--- src/rtl/period_meter_pkg.sv ---
// Shared types and helpers for the period meter.
// Holds the FSM state encoding and the result-width function.
package period_meter_pkg;

    typedef enum logic {
        IDLE,
        MEASURE
    } state_e;

    function automatic int cw_of(input int max_count);
        return $clog2(max_count + 1);
    endfunction

endpackage

--- src/rtl/sync_edge_detect.sv ---
// Multi-flop synchronizer for an asynchronous input.
// Emits one-cycle rise/fall pulses on the synchronized level.
module sync_edge_detect #(
    parameter int SYNC_STAGES = 2
) (
    input  logic clk_i,
    input  logic rst_ni,
    input  logic sig_i,
    output logic rise_o,
    output logic fall_o
);

    logic [SYNC_STAGES-1:0] sync_q;
    logic                   prev_q;
    logic                   cur;

    assign cur = sync_q[SYNC_STAGES-1];

    always_ff @(posedge clk_i or negedge rst_ni) begin
        if (!rst_ni) begin
            sync_q <= '0;
            prev_q <= 1'b0;
        end else begin
            sync_q <= {sync_q[SYNC_STAGES-2:0], sig_i};
            prev_q <= cur;
        end
    end

    assign rise_o = cur & ~prev_q;
    assign fall_o = ~cur & prev_q;

endmodule

--- src/rtl/period_meter.sv ---
// Measures period and high time of a slow square wave in clk_in cycles.
// Optional 4-period sliding average of period: PERIOD_METER_AVG4_EN.
module period_meter
    import period_meter_pkg::*;
#(
    parameter  int MAX_COUNT   = 400000,
    parameter  int SYNC_STAGES = 2,
    localparam int CW          = cw_of(MAX_COUNT)
) (
    input  logic          clk_in,
    input  logic          reset,
    input  logic          sig_in,
    input  logic          meas_ready,
    output logic          meas_valid,
    output logic [CW-1:0] period,
    output logic [CW-1:0] high_time,
    output logic          timeout,
    output logic          overrun
);

    localparam logic [CW-1:0] MAXC = CW'(MAX_COUNT);

    logic rise, fall;

    sync_edge_detect #(
        .SYNC_STAGES(SYNC_STAGES)
    ) u_sync (
        .clk_i (clk_in),
        .rst_ni(reset),
        .sig_i (sig_in),
        .rise_o(rise),
        .fall_o(fall)
    );

    state_e        state_q, state_d;
    logic [CW-1:0] cnt_q, cnt_d;
    logic [CW-1:0] hi_q, hi_d;
    logic          hi_seen_q, hi_seen_d;
    logic          timeout_q, timeout_d;
    logic          res_stb, tmo_stb;
    logic [CW-1:0] res_period, res_high;

    always_ff @(posedge clk_in or negedge reset) begin
        if (!reset) begin
            state_q   <= IDLE;
            cnt_q     <= '0;
            hi_q      <= '0;
            hi_seen_q <= 1'b0;
            timeout_q <= 1'b0;
        end else begin
            state_q   <= state_d;
            cnt_q     <= cnt_d;
            hi_q      <= hi_d;
            hi_seen_q <= hi_seen_d;
            timeout_q <= timeout_d;
        end
    end

    always_comb begin
        state_d    = state_q;
        cnt_d      = cnt_q;
        hi_d       = hi_q;
        hi_seen_d  = hi_seen_q;
        timeout_d  = timeout_q;
        res_stb    = 1'b0;
        tmo_stb    = 1'b0;
        res_period = cnt_q;
        // A period with no fall reports a 100% high time.
        res_high   = hi_seen_q ? hi_q : cnt_q;
        unique case (state_q)
            IDLE: begin
                if (rise) begin
                    state_d   = MEASURE;
                    cnt_d     = CW'(1);
                    hi_seen_d = 1'b0;
                    timeout_d = 1'b0;
                end
            end
            MEASURE: begin
                if (rise) begin
                    res_stb   = 1'b1;
                    cnt_d     = CW'(1);
                    hi_seen_d = 1'b0;
                end else if (cnt_q == MAXC) begin
                    state_d   = IDLE;
                    cnt_d     = '0;
                    timeout_d = 1'b1;
                    tmo_stb   = 1'b1;
                end else begin
                    cnt_d = cnt_q + CW'(1);
                    if (fall) begin
                        hi_d      = cnt_q;
                        hi_seen_d = 1'b1;
                    end
                end
            end
            default: state_d = IDLE;
        endcase
    end

    logic          out_stb;
    logic [CW-1:0] out_per;

`ifdef PERIOD_METER_AVG4_EN
    logic [CW-1:0] w0_q, w1_q, w2_q;
    logic [1:0]    fill_q;
    logic [CW+1:0] sum;

    assign sum     = (CW+2)'(res_period) + (CW+2)'(w0_q)
                   + (CW+2)'(w1_q) + (CW+2)'(w2_q);
    assign out_stb = res_stb && (fill_q == 2'd3);
    assign out_per = sum[CW+1:2];

    always_ff @(posedge clk_in or negedge reset) begin
        if (!reset) begin
            w0_q   <= '0;
            w1_q   <= '0;
            w2_q   <= '0;
            fill_q <= '0;
        end else if (tmo_stb) begin
            w0_q   <= '0;
            w1_q   <= '0;
            w2_q   <= '0;
            fill_q <= '0;
        end else if (res_stb) begin
            w2_q <= w1_q;
            w1_q <= w0_q;
            w0_q <= res_period;
            if (fill_q != 2'd3) begin
                fill_q <= fill_q + 2'd1;
            end
        end
    end
`else
    assign out_stb = res_stb;
    assign out_per = res_period;
`endif

    logic          valid_q, valid_d;
    logic [CW-1:0] per_q, per_d;
    logic [CW-1:0] high_q, high_d;
    logic          ovr_q, ovr_d;

    always_ff @(posedge clk_in or negedge reset) begin
        if (!reset) begin
            valid_q <= 1'b0;
            per_q   <= '0;
            high_q  <= '0;
            ovr_q   <= 1'b0;
        end else begin
            valid_q <= valid_d;
            per_q   <= per_d;
            high_q  <= high_d;
            ovr_q   <= ovr_d;
        end
    end

    // A new result may replace the pending one only when it leaves this cycle.
    always_comb begin
        valid_d = valid_q;
        per_d   = per_q;
        high_d  = high_q;
        ovr_d   = ovr_q;
        if (out_stb && (!valid_q || meas_ready)) begin
            valid_d = 1'b1;
            per_d   = out_per;
            high_d  = res_high;
        end else if (out_stb) begin
            ovr_d = 1'b1;
        end else if (valid_q && meas_ready) begin
            valid_d = 1'b0;
        end
    end

    assign meas_valid = valid_q;
    assign period     = per_q;
    assign high_time  = high_q;
    assign timeout    = timeout_q;
    assign overrun    = ovr_q;

endmodule

--- config.mk ---
export PLATFORM = sky130hd
export DESIGN_NAME = period_meter
export DESIGN_NICKNAME = d
export VERILOG_FILES = /design/src/rtl/period_meter_pkg.sv /design/src/rtl/sync_edge_detect.sv /design/src/rtl/period_meter.sv
export SDC_FILE = /design/constraint.sdc
export NUM_CORES = 1
export LEC_CHECK = 0
export CORE_MARGIN = 2
export CORE_UTILIZATION = 45
export CTS_BUF_LIST = sky130_fd_sc_hd__clkbuf_2 sky130_fd_sc_hd__clkbuf_4 sky130_fd_sc_hd__clkbuf_8
export DETAILED_ROUTE_END_ITERATION = 16
export PLACE_DENSITY = 0.63
export SYNTH_ARGS = -nofsm -noshare
export SYNTH_HDL_FRONTEND = slang
export SYNTH_HIERARCHICAL = 1
export SYNTH_SLANG_ARGS = --single-unit
--- constraint.sdc ---
create_clock -name clk_in -period 6.04 [get_ports clk_in]
set_clock_uncertainty 0.15 [all_clocks]
set_input_delay 0.906 -clock clk_in [delete_from_list [all_inputs] [get_ports clk_in]]
set_output_delay 0.906 -clock clk_in [all_outputs]
set_load 0.005 [all_outputs]
==> impl_metrics.yaml <==
outcome:
  outcome: "finished, final reports clean"
die:
  core_sq_mm: 0.00826
  die_w_um: 96.4
  ios: 45
  initial_core_util_pct: 46.6
  dieArea_sq_mm: 0.00930
  die_h_um: 96.4
  row_count: 33
clocking:
  cts_tree: "done"
  htreeDepth: 3
  cts_resized: 0
  clk_latency_ps: 350
  root_buffer: "clkbuf_8"
  cts.sinks: 84
  numCtsBuffers: 9
  clkTransAtPathRegs_ps: 80
  cts_setup_buffers: 0
  hold_buffers: 0
  clockBufferDepth: 2
critical_path:
  crit_type: "flip-flop to flip-flop"
  cpPeakStageDelay_ps: 610
  worstPathCellList: "nor2b_1 > and4_1 > a21oi_2 > nand3_2 > mux2_1"
  cp.arrival_ps: 2980
  cp_slowest_cell: "nand3_2"
  critical_path_buf_inv_count: 0
  critPathMaxFanout: 20
  ff2ff_setup_slack_ps: 3140
  cp_top_family: "simple AND/OR/NAND/NOR gates"
  cp-end-kind: "flip-flop"
  cp-start-kind: "flip-flop"
  cp_data_required_time_ps: 6120
timing:
  max_slew.worst_pin.slew_ps: 1110
  post-route-period-util_pct: 48.1
  layout_setup_ws_ps: 3140
  rsz0062_at_grt: "no"
  min_period_ps: 2900
  hold_slack_ps: 205
  max_freq_ghz: 0.344
  relSlewSlack_pct: 25.7
  finalSetupTns_ps: 0
  slew_violations: 0
  finalSetupViolations: 0
  hold_viol_final: 0
synth:
  synthesis.area_sq_mm: 0.00384
  synth_cell_types: 43
  synth_ff_type: "dfrtp_1"
  synth_most_common_cell: "dfrtp_1"
  ys_seq_elements: 84
  synth_cells: 344
  synth-edff-count: 0
  yosys-top-cells-count: "84 x dfrtp_1, 34 x a21oi_1, 27 x nor2_1"
  synthTopCellsByArea: "dfrtp_1 55%, mux2_2 5.6%, mux2i_1 5.5%, a21oi_1 4.4%, mux2_4 3.5%"
  synth_top_area_share_pct: 54.7
  synthArstFlopShare_pct: 100
  yosysWarnings: 6
  yosysTopAreaCell: "dfrtp_1"
  syn-num-nets: 350
  avgSynthCellArea_sq_um: 11.2
  ys_seq_area_share_pct: 54.7
grt:
  grt_usage_pct: 19.1
  antenna_found_initial: 0
  grt_pass1_wl_mm: 13.5
  grt_pass1_vias: 2663
  grt_max_degree: 85
  grt.overflow.total: 0
pwr:
  ir_worst_vdd_uv: 181
  p_int_w: 0.000972
  p_leak_nw: 1.98
  power_w: 0.00132
  power.density_mw_per_mm2: 292
  pwr-share-seq_pct: 52.9
  p_sw_w: 0.000348
  combPwrFrac_pct: 17.0
  p_sw_share_pct: 26.4
  p_clk_share_pct: 30.1
final_layout:
  drive_above_1_share_pct: 14.1
  syn2layout_area_growth_pct: 17.5
  antenna_cells: 0
  nets: 383
  stdcell_area_sq_mm: 0.00452
placement:
  gp_congestion: 0.842
  hpwl_mm: 5.14
  placed_area_sq_mm: 0.00432
  io_buffers: 44
  pre_cts_ws_ps: 2810
detailed_routing:
  vias: 2653
  drt-initial-drc-count: 134
  finalWirelength_mm: 7.79
  dr.pass1.iters: 4
  wl_per_cell_um: 16.0
  drtAntennaViolNets: 0
  drc: 0
  vias_per_cell: 5.45
run:
  maxCapViolations: 0
min_path:
  hp-class: "flip-flop to flip-flop"
power by group through the flow:
| stage | clock [W] | combinational [W] | sequential (W) |
|---|---|---|---|
| final | 0.000397 | 0.000225 | 0.000699 |
| after global routing | 0.000432 | 0.000255 | 0.000713 |
| after CTS | 0.000407 | 0.000230 | 0.000701 |
| after detailed placement | 0 | 0.000229 | 0.000712 |
| after global placement | 0 | 0.000224 | 0.000709 |
| after floorplan | 0 | 0.000125 | 0.000683 |
flip-flops by register name (all words and copies together) (netlist names):
register,count
state_q,1
hi_seen_q,1
period,19
u_sync/sync_q,2
timeout,1
meas_valid,1
high_time,19
hi_q,19
u_sync/prev_q,1
overrun,1
cnt_q,19
worst paths after layout:
check / startpoint / endpoint / cells past startpoint
max: cnt_q[7] / hi_q[3] / 5
min reg2reg: u_sync/sync_q[0] / u_sync/sync_q[1] / 0
min: u_sync/sync_q[0] / u_sync/sync_q[1] / 0
min in group asynchronous: reset / period[10] / 1
max reg2reg: cnt_q[7] / hi_q[3] / 5
max in group asynchronous: reset / period[2] / 1
metal layers:
layer	routed length (um)	vias up	GRT usage [%]
li1	-	1286	-
met1	3800	1308	27.2
met2	3600	52	29.0
met3	309	7	5.12
met4	79	0	5.40
met5	0	-	0
kinds of logic after synthesis:
logic type,Yosys count,synth area share [%]
AND/OR/NAND/NOR,101,14.2
flip-flops,84,54.7
buffers and inverters,40,4.52
AO/OA/AOI/OAI,58,8.46
adder cells (fa/ha/maj),2,0.651
multiplexers,59,17.5
through the flow:
stage               util [%]  instances
global route            54.7        487
floorplan                  -        344
global placement        52.3        471
CTS                     54.7        487
detailed placement      52.3        471
finish                  54.7        487
area by class of cell:
| class | count | area [sq um] |
|---|---|---|
| Fill cell | 764 | 3740 |
| Sequential cell | 84 | 2100 |
| Multi-Input combinational cell | 220 | 1580 |
| Timing Repair Buffer | 46 | 453 |
| Clock buffer | 12 | 146 |
| Tap cell | 105 | 131 |
| Inverter | 16 | 60.1 |
| Clock inverter | 4 | 50.0 |
worst register-to-register path, stage by stage (launching register included):
cell	delay [ps]
dfrtp_1	500
nor2b_1	220
and4_1	270
a21oi_2	510
nand3_2	610
mux2_1	540
placed cells by master (no fill, tap or decap), types with 2 or more instances in the layout:
cell	Yosys	final
mux2_4	9	9
buf_4	0	3
dfrtp_1	84	84
clkinvlp_4	0	2
a22oi_1	2	2
clkbuf_4	0	3
nor2b_1	5	4
mux2_2	19	19
a21oi_1	34	34
and3_1	3	3
o21ai_0	9	9
nand4_1	10	10
and2_1	4	4
nand2_1	15	15
ha_1	2	2
inv_1	15	15
nor4_1	5	5
nor2_1	27	27
nand3_1	9	9
mux2_1	10	10
clkbuf_8	0	9
o22ai_1	5	5
nand2b_1	4	4
or3_1	4	4
nor3_1	5	5
mux2i_1	21	21
nand4b_1	2	2
clkdlybuf4s50_1	0	43
a31oi_1	2	2
Power figures use the tool's default switching activity.
